===== config.mk =====
export PLATFORM = sky130hd
export DESIGN_NAME = uart_tx_arbiter
export DESIGN_NICKNAME = d
export VERILOG_FILES = /design/src/rtl/uart_tx_arbiter.sv
export SDC_FILE = /design/constraint.sdc
export NUM_CORES = 1
export LEC_CHECK = 0
export BUFFER_PORTS_ARGS = -buffer_cell sky130_fd_sc_hd__buf_2
export CELL_PAD_IN_SITES_DETAIL_PLACEMENT = 2
export CELL_PAD_IN_SITES_GLOBAL_PLACEMENT = 2
export CORE_AREA = 2 2 563 565
export CTS_BUF_LIST = sky130_fd_sc_hd__clkbuf_4 sky130_fd_sc_hd__clkbuf_8
export DETAILED_ROUTE_END_ITERATION = 10
export DIE_AREA = 0 0 565 567
export GPL_TIMING_DRIVEN = 1
export HOLD_SLACK_MARGIN = 0.06
export PLACE_DENSITY = 0.3
export SLEW_MARGIN = 40
export SYNTH_ARGS = -nofsm -noshare
export SYNTH_HDL_FRONTEND = slang
export SYNTH_SLANG_ARGS = --single-unit

===== constraint.sdc =====
create_clock -name clk -period 7.02 [get_ports clk]
set_clock_uncertainty 0.1 [all_clocks]
set_input_delay 0 -clock clk [delete_from_list [all_inputs] [get_ports clk]]
set_output_delay 0 -clock clk [all_outputs]
set_load 0.03 [all_outputs]

===== src/rtl/uart_tx_arbiter.sv =====
// Round-robin arbiter sharing one frame-timed UART transmitter.
// Ports: req/req_data in, grant/done/send_data/busy/tx_data out.
module uart_tx_arbiter #(
  parameter int NUM_REQ    = 4,
  parameter int DATA_W     = 288,
  parameter int BIT_CLKS   = 8,
  parameter int FRAME_BITS = 360,
  parameter int GAP_CLKS   = 16
) (
  input  logic                      clk,
  input  logic                      n_rst,
  input  logic [NUM_REQ-1:0]        req,
  input  logic [NUM_REQ*DATA_W-1:0] req_data,
  output logic [NUM_REQ-1:0]        grant,
  output logic [NUM_REQ-1:0]        done,
  output logic [DATA_W-1:0]         tx_data,
  output logic                      send_data,
  output logic                      busy
);

  localparam int FRAME_CLKS = FRAME_BITS * BIT_CLKS;
  localparam int CW = $clog2(FRAME_CLKS + 1);
  localparam int GW = (GAP_CLKS > 0) ? $clog2(GAP_CLKS + 1) : 1;
  localparam int GAP_LD = (GAP_CLKS > 0) ? GAP_CLKS - 1 : 0;
  localparam int PW = $clog2(NUM_REQ);

  typedef enum logic [1:0] {
    IDLE,
    LOAD,
    SEND,
    GAP
  } state_t;

  state_t              state_q, state_d;
  logic [PW-1:0]       owner_q, owner_d;
  logic [CW-1:0]       cnt_q, cnt_d;
  logic [GW-1:0]       gcnt_q, gcnt_d;
  logic [NUM_REQ-1:0]  grant_d, done_d;
  logic [DATA_W-1:0]   tx_d;
  logic                send_d, busy_d;
  logic [PW-1:0]       win, idx;
  logic                hit;
  logic [DATA_W-1:0]   slice [NUM_REQ];

  for (genvar k = 0; k < NUM_REQ; k++) begin : g_slice
    assign slice[k] = req_data[k*DATA_W +: DATA_W];
  end

  // Walk from farthest to nearest so the nearest set bit
  // after the last owner wins.
  always_comb begin
    win = '0;
    idx = '0;
    hit = 1'b0;
    for (int i = NUM_REQ; i >= 1; i--) begin
      idx = PW'((int'(owner_q) + i) % NUM_REQ);
      if (req[idx]) begin
        win = idx;
        hit = 1'b1;
      end
    end
  end

  always_comb begin
    state_d = state_q;
    owner_d = owner_q;
    cnt_d   = cnt_q;
    gcnt_d  = gcnt_q;
    tx_d    = tx_data;
    grant_d = '0;
    done_d  = '0;
    send_d  = 1'b0;
    unique case (state_q)
      IDLE: begin
        if (hit) begin
          owner_d = win;
          tx_d    = slice[win];
          grant_d = NUM_REQ'(1) << win;
          send_d  = 1'b1;
          state_d = LOAD;
        end
      end
      LOAD: begin
        cnt_d   = CW'(FRAME_CLKS - 1);
        state_d = SEND;
        if (FRAME_CLKS == 1) begin
          done_d = NUM_REQ'(1) << owner_q;
        end
      end
      SEND: begin
        if (cnt_q == '0) begin
          if (GAP_CLKS == 0) begin
            state_d = IDLE;
          end else begin
            state_d = GAP;
            gcnt_d  = GW'(GAP_LD);
          end
        end else begin
          cnt_d = cnt_q - CW'(1);
          // done is registered, so raise it one cycle early
          if (cnt_q == CW'(1)) begin
            done_d = NUM_REQ'(1) << owner_q;
          end
        end
      end
      GAP: begin
        if (gcnt_q == '0) begin
          state_d = IDLE;
        end else begin
          gcnt_d = gcnt_q - GW'(1);
        end
      end
      default: state_d = IDLE;
    endcase
    busy_d = (state_d != IDLE);
  end

  always_ff @(posedge clk or negedge n_rst) begin
    if (!n_rst) begin
      state_q   <= IDLE;
      owner_q   <= PW'(NUM_REQ - 1);
      cnt_q     <= '0;
      gcnt_q    <= '0;
      grant     <= '0;
      done      <= '0;
      send_data <= 1'b0;
      busy      <= 1'b0;
      tx_data   <= '0;
    end else begin
      state_q   <= state_d;
      owner_q   <= owner_d;
      cnt_q     <= cnt_d;
      gcnt_q    <= gcnt_d;
      grant     <= grant_d;
      done      <= done_d;
      send_data <= send_d;
      busy      <= busy_d;
      tx_data   <= tx_d;
    end
  end

endmodule

==> flow_summary.ini, run 1 <==
[cts]
cts_buffers = 89
clock-root-buffer = clkbuf_8
clkSinkCount = 319
cts.repair.resized = 0
postCtsSetupBuffers = 0
cts_hold_buf = 1486
cts_max_level = 3
clockBufferDepth = 4

[synth]
ys_seq_elements = 319
synth.avg_cell_area_sq_um = 11.8
synth_cell_types = 52
synthCells = 1773
syn_area_sq_um = 20900
synth_edf_count = 0
ys_seq_area_share_pct = 38.2
synth_top_family_by_area = multiplexers
yosysWarnings = 0
synth_mux_area_share_pct = 27.7
synth_compound_area_share_pct = 19.6
synth_nets = 2939
synthXorXnorAreaFrac_pct = 0.293
synth_async_sr_flop_share_pct = 100
synth_adder_area_share_pct = 0.479
synthFlopType = dfrtp_1
yosys.area_share.simple_pct = 7.03

[floorplanning]
die_h_um = 567
start_util_pct = 6.66
die_x_um = 565
num_rows = 206
ios = 1456

[place]
hpwl_um = 186000
routabilityCongestion = 0.806
numPortBuffers = 1455

[status]
status = aborted with a tool error
lastStage = clock tree synthesis (4_1_cts)
error_line = [ERROR RSZ-0060] Max buffer count reached.
-- logic make-up after synthesis --
kind of cell / count (synthesis)
DFF: 319
buffers and inverters: 176
AOI/OAI and AO/OA: 324
adders and majority gates: 8
xor gates and xnor gates: 7
muxes: 578
and+or+nand+nor: 361
-- synth_stat cells (6+ instances only) --
master    count  area (sq um)
mux2i_1     577          5780
dfrtp_1     317          7930
nand2_1     302          1130
o221ai_2    210          3150
o221ai_1     79           692
buf_2        68           340
clkbuf_1     51           191
buf_12       35           701
nor3_1       12          60.1
nor2_1       10          37.5
o21ai_0       9          45.0
a21oi_1       8          40.0
ha_1          8           100
inv_1         8          30.0
nand2b_1      6          37.5
-- metrics by stage --
step | cell area [sq um] | util (%) | instances | setup slack, ps | hold WS, ps
floorplan | 20900 | - | 1773 | 4020 | -396
global placement | 32600 | 10.4 | 7271 | 2580 | -51.7
detailed placement | 32700 | 10.4 | 7273 | 2930 | -56.2
==> run 2, diff against run 1 <==
- CELL_PAD_IN_SITES_DETAIL_PLACEMENT: 2 -> not set
- CELL_PAD_IN_SITES_GLOBAL_PLACEMENT: 2 -> not set
- CORE_AREA: 2 2 563 565 -> 2 2 574 576
- CTS_BUF_LIST: sky130_fd_sc_hd__clkbuf_4 sky130_fd_sc_hd__clkbuf_8 -> not set
- DIE_AREA: 0 0 565 567 -> 0 0 576 578
- HOLD_SLACK_MARGIN: 0.06 -> not set
- PLACE_DENSITY: 0.3 -> not set
- PLACE_DENSITY_LB_ADDON: not set -> 0.15
==> run 2 against run 1 <==
Effect of this change: the flow now finishes without violations; synthesized cell count unchanged; area after synthesis did not move.
==> flow_summary.ini, run 2 <==
[power_and_ir_drop]
pwr-share-clk_pct = 12.6
p_leak_nw = 21.0
p_sw_w = 0.0105
irDropWorstVdd_uv = 375
p_int_w = 0.0114
pwr_density_cell_nw_per_um2 = 478
p_sw_share_pct = 48.1
pwr-share-comb_pct = 71.8
seq_power_share_pct = 15.6

[final_layout]
postLayoutCellArea_sq_um = 45800
regMostFlops = tx_data
syn_to_final_growth_pct = 119
num-nets-final = 5431
reg_top3 = tx_data x288, cnt_q x12, gcnt_q x5
fillers = 37500
drive_above_1_share_pct = 42.0
final_common_cell = buf_2
largest_reg_flops = 288
final_cell_mix = 1,454 x buf_2, 1,100 x dlygate4sd3_1, 576 x mux2i_1

[worst_setup_path]
cpPeakStageDelay_ps = 680
required_ps = 7480
worstPathCellList = inv_1 > ha_1 > inv_1 > a211o_1 > a22oi_4 > buf_4 > buf_4 > mux2i_1 > dlygate4sd3_1 > o221ai_2 > dlygate4sd3_1
arrival_ps = 5790
crit_path_start_kind = register
cp-end-kind = register
crit_family = buffers and inverters
crit_buf_inv = 6
worstSetupPathType = register to register
cp_slowest_cell = buf_4
crit_fanout = 40

[synth]
yosys.cell_count.top_type = mux2i_1
syn_area_sq_um = 20900
ys_seq_area_share_pct = 38.2
synth_nets = 2939
synthCells = 1773
synth_common_cells = 577 x mux2i_1, 317 x dfrtp_1, 302 x nand2_1
synth_edf_count = 0
yosysTopAreaCellShare_pct = 38.0
yosysWarnings = 0
synthFlopType = dfrtp_1
synth_async_sr_flop_share_pct = 100
synth_cell_types = 52
synth_area_leaders = dfrtp_1 38%, mux2i_1 28%, o221ai_2 15%, nand2_1 5.4%, buf_12 3.4%
synth.avg_cell_area_sq_um = 11.8
ys_seq_elements = 319
synth_area_leader_cell = dfrtp_1

[detailed_routing]
wl_met1_um = 80500
viasPerCell = 2.98
dr.max_layer_used = met5
antenna_left = 0
routed-via-count = 26000
met3_length_um = 13300
drt_pre_antenna_iters = 5
first_iter_violations = 967
drcViolationCount = 0
wl_um = 211000
wire_per_inst_um = 24.3
dr_wl_met2_um = 109000

[global_routing]
grtUsageTotal_pct = 12.2
grt_max_degree = 106
antenna_found_initial = 105
grt_pass1_wl_um = 270000
grt-ovfl-total = 0
grt_pass1_vias = 27900

[cts]
clockBufferDepth = 3
clock-root-buffer = clkbuf_16
cts_buffers = 52
clkSinkCount = 319
clock_latency_ps = 670
path_clk_slew_ps = 60
cts_max_level = 2
cts_tree = yes

[floorplanning]
die_h_um = 578
coreArea_sq_um = 326000
die_x_um = 576
start_util_pct = 6.40
dieArea_sq_um = 333000
ios = 1456
num_rows = 210

[worst_hold_path]
hold_path_class = input pin to register

[sta]
setup_viol = 0
slew_violations = 0
grt_setup_unrepaired = false
period_needed_ps = 5340
max-slew-margin-rel_pct = 37.9
finalHoldViolCount = 0
fmax_ghz = 0.187
tns_ps = 0
fin_crit_sh_pct = 76.1
tightestPinTransition_ps = 931

[status]
status = finished clean

[place]
routabilityCongestion = 0.835
numPortBuffers = 1455
hpwl_um = 176000
placed_area_sq_um = 32900

[job]
max-cap-violations = 0
[run 2: cell counts after synthesis]
Identical to the previous run, type by type.
[run 2: worst register-to-register path, stage by stage, from the launching register on]
cell and delay (ps):
dfstp_2 650, inv_1 130, ha_1 510, inv_1 110
a211o_1 320, a22oi_4 530, buf_4 560, buf_4 740
mux2i_1 290, dlygate4sd3_1 600, o221ai_2 100, dlygate4sd3_1 590
[run 2: cells by family (layout without fill, tap and decap cells)]
| kind of cell | Yosys count | count (layout) | synth area share (%) |
|---|---|---|---|
| compound gates | 324 | 324 | 19.6 |
| other cells | 0 | 60 | 0 |
| buf+inv | 176 | 2706 | 6.65 |
| flops | 319 | 319 | 38.2 |
| simple gates | 361 | 361 | 7.03 |
| fa+ha+maj | 8 | 8 | 0.479 |
| mux | 578 | 578 | 27.7 |
| xor+xnor | 7 | 7 | 0.293 |
[run 2: cell type report]
class | count | area [sq um] | share of cell area, %
Timing Repair Buffer | 2605 | 18900 | 41.3
Multi-Input combinational cell | 1278 | 11600 | 25.2
Sequential cell | 319 | 7990 | 17.4
Tap cell | 4346 | 5440 | 11.9
Clock buffer | 81 | 1570 | 3.43
Antenna cell | 60 | 150 | 0.328
Clock inverter | 11 | 133 | 0.290
Inverter | 9 | 33.8 | 0.0737
[run 2: through the flow]
step / power [W] / hold slack [ps] / worst slack (ps) / utilization [%] / cells
final: 0.0219 / 84.3 / 1680 / 14.0 / 8709
after global routing: 0.0234 / 43.7 / 1380 / 14.0 / 8688
after CTS: 0.0226 / 0.00361 / 1540 / 14.0 / 8647
after detailed placement: 0.0161 / -76.2 / 2610 / 10.1 / 7454
after global placement: 0.0160 / -68.3 / 2720 / 10.1 / 7453
after floorplan: 0.0114 / -396 / 4020 / - / 1773
[run 2: path summary, 6_finish.rpt]
check	start	slack, ps	depth (start not counted)	to
max	owner_q[1]	1680	11	tx_data[113]
min	req_data[403]	80	4	tx_data[115]
max reg2reg	owner_q[1]	1680	11	tx_data[113]
min reg2reg	gcnt_q[0]	410	1	gcnt_q[0]
max in group asynchronous	n_rst	5110	6	tx_data[131]
min in group asynchronous	n_rst	410	4	tx_data[182]
[run 2: timing repair]
action,4_1_cts,5_1_grt
hold buffers,1101,0
gates resized for setup,0,0
buffers inserted,0,0
hold endpoints to repair,458,0
[run 2: power groups by stage]
stage	Sequential (W)	Clock (W)	Combinational [W]
after floorplan	0.00481	0	0.00657
after global placement	0.00344	0	0.0126
after detailed placement	0.00346	0	0.0126
after CTS	0.00344	0.00294	0.0162
after global routing	0.00354	0.00296	0.0169
final	0.00341	0.00276	0.0157
[run 2: per-layer routing]
layer	track usage (%)	vias up
met3	3.13	250
met4	4.31	42
met2	22.7	1162
li1	-	11900
met5	0	-
met1	13.3	12600
Note: power is estimated with default switching activity, not from simulation.
==> run 3, diff against run 2 <==
- ABC_AREA: not set -> 1
- CORE_AREA: 2 2 574 576 -> 2 2 565 567
- DIE_AREA: 0 0 576 578 -> 0 0 567 569
- clock period: 7.02 -> 4.5 ns (I/O delays scaled with it)
==> run 3 against run 2 <==
Effect of this change: hold slack got worse by 46 ps; die area fell by 3.1%; sequential share of layout area decreased by 2.3 points; core utilization increased by 2.6 points; sequential power down 16%; combinational power shrank 79%; critical path type unchanged; largest power group is now clock.
==> flow_summary.ini, run 3 <==
[final_layout]
num-nets-final = 8379
multi_input_area_sq_um = 13100
largest_reg_flops = 288
regMostFlops = tx_data
drive_above_1_share_pct = 24.0
reg_top3 = tx_data x288, cnt_q x12, gcnt_q x5
final_common_cell = nand2_1
final_cell_mix = 1,729 x nand2_1, 1,454 x buf_2, 1,152 x inv_1
syn_to_final_growth_pct = 93.4
seq_area_sq_um = 7990
postLayoutCellArea_sq_um = 52700
fillers = 37300

[sta]
setup_viol = 0
max-slew-margin-rel_pct = 34.1
fmax_ghz = 0.233
fin_crit_sh_pct = 95.2
period_needed_ps = 4290
slew_violations = 0
tightestPinTransition_ps = 989
tns_ps = 0
finalHoldViolCount = 0

[floorplanning]
ios = 1456
coreArea_sq_um = 317000
die_x_um = 567
num_rows = 207
start_util_pct = 8.60
dieArea_sq_um = 323000
die_h_um = 569

[synth]
yosysWarnings = 0
synth_async_sr_flop_share_pct = 100
synthFlopType = dfrtp_1
yosys.cell_count.top_type = nand2_1
synth_area_leaders = dfrtp_1 29%, nand2_1 24%, nand3_1 20%, inv_1 16%, buf_2 2.7%
synthCells = 4757
yosysTopAreaCellShare_pct = 29.1
synth_cell_types = 31
synth_area_leader_cell = dfrtp_1
ys_seq_elements = 319
synth.avg_cell_area_sq_um = 5.73
ys_seq_area_share_pct = 29.3
syn_area_sq_um = 27200
synth_common_cells = 1,732 x nand2_1, 1,155 x inv_1, 1,099 x nand3_1
synth_nets = 5923
synth_edf_count = 0

[global_routing]
grtUsageTotal_pct = 14.0
grt_pass1_vias = 41400
antenna_found_initial = 94
grt_pass1_wl_um = 322000
grt-ovfl-total = 0
grt_max_degree = 114

[cts]
clock-root-buffer = clkbuf_16
path_clk_slew_ps = 60
cts_buffers = 53
cts_tree = yes
cts_max_level = 2
clkSinkCount = 319
clockBufferDepth = 3
clock_latency_ps = 680

[worst_setup_path]
crit_fanout = 36
crit_buf_inv = 7
arrival_ps = 4790
crit_family = buffers and inverters
cp-end-kind = register
worstSetupPathType = register to register
required_ps = 5010
crit_path_start_kind = register
worstPathCellList = clkinvlp_4 > ha_1 > inv_1 > nand2_1 > nand2_1 > nand3_1 > nand2_1 > nand2_4 > inv_8 > buf_12 > buf_4 > nand3_1 > dlygate4sd3_1 > nand2_1 > dlygate4sd3_1 > nand2_1 > nand2_1
cpPeakStageDelay_ps = 600
crit_top_cell = nand2_1
cp_slowest_cell = dfstp_2

[detailed_routing]
dr.max_layer_used = met5
drcViolationCount = 0
dr_wl_met2_um = 116000
drt_pre_antenna_iters = 6
wire_per_inst_um = 20.7
first_iter_violations = 2103
met3_length_um = 15500
wl_um = 238000
antenna_left = 0
viasPerCell = 3.47
routed-via-count = 39800
wl_met1_um = 99500

[power_and_ir_drop]
irDropWorstVdd_uv = 267
pwr_density_cell_nw_per_um2 = 198
p_leak_nw = 29.9

[place]
numPortBuffers = 1455
routabilityCongestion = 0.877
placed_area_sq_um = 39300
hpwl_um = 190000

[status]
status = finished clean

[worst_hold_path]
hold_path_class = input pin to asynchronous set/reset pin

[job]
max-cap-violations = 0
[run 3: worst register-to-register path: cells and delay by family, from the launching register on]
family        cells  cell delay [ps]
fa+ha+maj         1              370
flops             1              600
buf+inv           7             2360
simple gates      9              780
[run 3: power breakdown]
group          internal, W  switching, W
Sequential         0.00287             0
Combinational      0.00164       0.00159
Clock              0.00250       0.00183
Total              0.00701       0.00341
[run 3: path summary, 6_finish.rpt]
kind | start | end | slack (ps) | depth (start not counted)
setup / recovery | owner_q[0] | tx_data[266] | 210 | 17
hold / removal | n_rst | tx_data[250] | 40 | 3
setup reg to reg | owner_q[0] | tx_data[266] | 210 | 17
hold reg to reg | tx_data[19] | tx_data[19] | 370 | 2
max in group asynchronous | n_rst | tx_data[168] | 3760 | 3
min in group clk | req_data[15] | tx_data[15] | 40 | 7
[run 3: cells by family (layout without fill, tap and decap cells)]
group                      after synthesis  in the layout  share of synthesized area, %
buffers and inverters                 1469           3961                          23.0
AOI/OAI and AO/OA                       40             40                         0.928
adders and majority gates                8              8                         0.368
and+or+nand+nor                       2920           2923                          46.4
muxes                                    1              1                        0.0368
other                                    0             49                             0
DFF                                    319            319                          29.3
[run 3: stage by stage]
step           hold WS [ps]  utilization (%)  cells  power (W)  setup slack, ps
2_1_floorplan          -396                -   4757    0.00397             2210
3_3_place_gp          -15.4             12.4  10200    0.00526              623
3_5_place_dp          -10.8             12.4  10200    0.00524              697
4_1_cts                3.12             16.5  11400     0.0107             21.6
5_1_grt                51.1             16.6  11500     0.0111            -24.7
6_report               38.1             16.6  11500     0.0104              215
[run 3: area by class of cell]
type	instances	area share [%]
Multi-Input combinational cell	2972	24.9
Clock inverter	18	0.421
Tap cell	4180	9.93
Timing Repair Buffer	2711	38.3
Antenna cell	49	0.233
Inverter	1156	8.28
Clock buffer	76	2.82
Sequential cell	319	15.2
[run 3: metal layers]
metal | up-vias | GRT usage (%)
li1 | 19100 | -
met1 | 19000 | 16.8
met2 | 1409 | 24.7
met3 | 241 | 3.54
met4 | 50 | 3.81
met5 | - | 0
[run 3: what timing repair did]
action | CTS | global route
endpoints found under the setup margin | 0 | 53
hold endpoints to repair | 605 | 0
resized for setup | 0 | 10
hold buffers | 1118 | 0
setup buffers | 0 | 20
==> run 4, diff against run 3 <==
- RECOVER_POWER: not set -> 100
==> run 4 against run 3 <==
Effect of this change: the flow now finishes with violations (capacitance limit, slew limit); clock power is essentially flat; hold slack lost 8.2 ps; power down 0.11%; register-to-register slack about the same; worst setup slack got worse by 1.8 ps; first-iteration DRC count rose by 2.5%; wire length rose by 0.17%; sequential power is essentially flat; via count barely moved; sequential share of layout area is 0.14 points higher; flip-flop and latch count unchanged; non-clock buffer count unchanged.
==> flow_summary.ini, run 4 (synthesized netlist as in run 3, its figures left out) <==
[status]
status = finished with violations
violations = capacitance limit, slew limit

[cts]
cts_buffers = 53
clockBufferDepth = 3
cts_tree = yes
clock-root-buffer = clkbuf_16
clock_latency_ps = 680
path_clk_slew_ps = 60
clkSinkCount = 319
cts_max_level = 2

[worst_setup_path]
worstSetupPathType = register to register
cp_slowest_cell = dfstp_2
worstPathCellList = clkinvlp_4 > ha_1 > inv_1 > nand2_1 > nand2_1 > nand3_1 > nand2_1 > nand2_4 > inv_8 > buf_12 > buf_4 > nand3_1 > dlygate4sd3_1 > nand2_1 > dlygate4sd3_1 > nand2_1 > nand2_1
crit_buf_inv = 7
crit_fanout = 36
arrival_ps = 4800
required_ps = 5010
crit_family = buffers and inverters
crit_top_cell = nand2_1
crit_path_start_kind = register
cpPeakStageDelay_ps = 600
cp-end-kind = register

[sta]
slew_violations = 307
worst_slack_ps = 213
period_needed_ps = 4290
tns_ps = 0
finalHoldViolCount = 0
setup_viol = 0
tightestPinTransition_ps = 2110
fin_crit_sh_pct = 95.3
max-slew-margin-rel_pct = -41.0
fmax_ghz = 0.233

[global_routing]
grt_max_degree = 114
grt_pass1_vias = 41400
grt_pass1_wl_um = 322000
grtUsageTotal_pct = 14.0
antenna_found_initial = 96
grt-ovfl-total = 0

[detailed_routing]
drcViolationCount = 0
dr.max_layer_used = met5
wl_met1_um = 99800
viasPerCell = 3.47
drt_pre_antenna_iters = 8
wire_per_inst_um = 20.7
dr_wl_met2_um = 116000
first_iter_violations = 2155
antenna_left = 0
routed-via-count = 39900
wl_um = 238000
met3_length_um = 15400

[floorplanning]
num_rows = 207
die_h_um = 569
dieArea_sq_um = 323000
die_x_um = 567
ios = 1456
coreArea_sq_um = 317000
start_util_pct = 8.60

[final_layout]
largest_reg_flops = 288
num-nets-final = 8379
final_cell_mix = 1,729 x nand2_1, 1,156 x buf_2, 1,152 x inv_1
final_common_cell = nand2_1
syn_to_final_growth_pct = 91.5
reg_top3 = tx_data x288, cnt_q x12, gcnt_q x5
finalCoreUtilization_pct = 16.5
regMostFlops = tx_data
fillers = 37400
postLayoutCellArea_sq_um = 52200
drive_above_1_share_pct = 19.8

[place]
pre_cts_ws_ps = 697
placed_area_sq_um = 39300
hpwl_um = 190000
numPortBuffers = 1455
routabilityCongestion = 0.877

[power_and_ir_drop]
pwr_density_cell_nw_per_um2 = 200
p_leak_nw = 28.5
irDropWorstVdd_uv = 265

[job]
max-cap-violations = 7

[worst_hold_path]
hold_path_class = input pin to register
==> run 4: worst reg2reg max path: cells and delay by family (launching register included) <==
| kind | cells | cell delay, ps |
|---|---|---|
| and+or+nand+nor | 9 | 780 |
| DFF | 1 | 600 |
| adders and majority gates | 1 | 370 |
| buffers and inverters | 7 | 2360 |
==> run 4: cell type report <==
type | count | area [sq um] | area share (%)
tap | 4180 | 5230 | 10.0
timing repair buffer | 2711 | 19700 | 37.7
clock buffer | 76 | 1480 | 2.84
antenna | 48 | 120 | 0.230
multi-input combinational | 2972 | 13100 | 25.1
clock inverter | 18 | 221 | 0.425
sequential | 319 | 7990 | 15.3
inverter | 1156 | 4360 | 8.36
==> run 4: what timing repair did <==
action | CTS | global route
setup endpoints to repair | 0 | 53
hold buffers | 1118 | 0
gates resized for setup | 0 | 10
endpoints found under the hold margin | 605 | 0
setup buffers | 0 | 20
==> run 4: metrics by stage <==
stage | power (W) | std cells | hold WS, ps
after CTS | 0.0107 | 11400 | 3.12
after floorplan | 0.00397 | 4757 | -396
after global placement | 0.00526 | 10200 | -15.4
after detailed placement | 0.00524 | 10200 | -10.8
after global routing | 0.0111 | 11500 | 51.1
final | 0.0104 | 11500 | 29.8
==> run 4: final timing paths <==
check,from,end,slack (ps),depth (start not counted)
setup / recovery,owner_q[0],tx_data[266],210,17
hold / removal,req_data[5],tx_data[5],30,7
setup reg to reg,owner_q[0],tx_data[266],210,17
hold reg to reg,tx_data[120],tx_data[120],380,2
max in group asynchronous,n_rst,tx_data[168],1070,3
min in group asynchronous,n_rst,tx_data[274],1330,3
==> run 4: where the power goes <==
part | switching [W] | internal, W | total [W]
Clock | 0.00183 | 0.00250 | 0.00433
Sequential | 0 | 0.00287 | 0.00287
Combinational | 0.00158 | 0.00163 | 0.00321
==> run 4: metal layers <==
| layer | GRT usage [%] | vias up |
|---|---|---|
| met3 | 3.54 | 252 |
| met2 | 24.7 | 1387 |
| met5 | 0 | - |
| met4 | 3.81 | 50 |
| li1 | - | 19100 |
| met1 | 16.8 | 19100 |
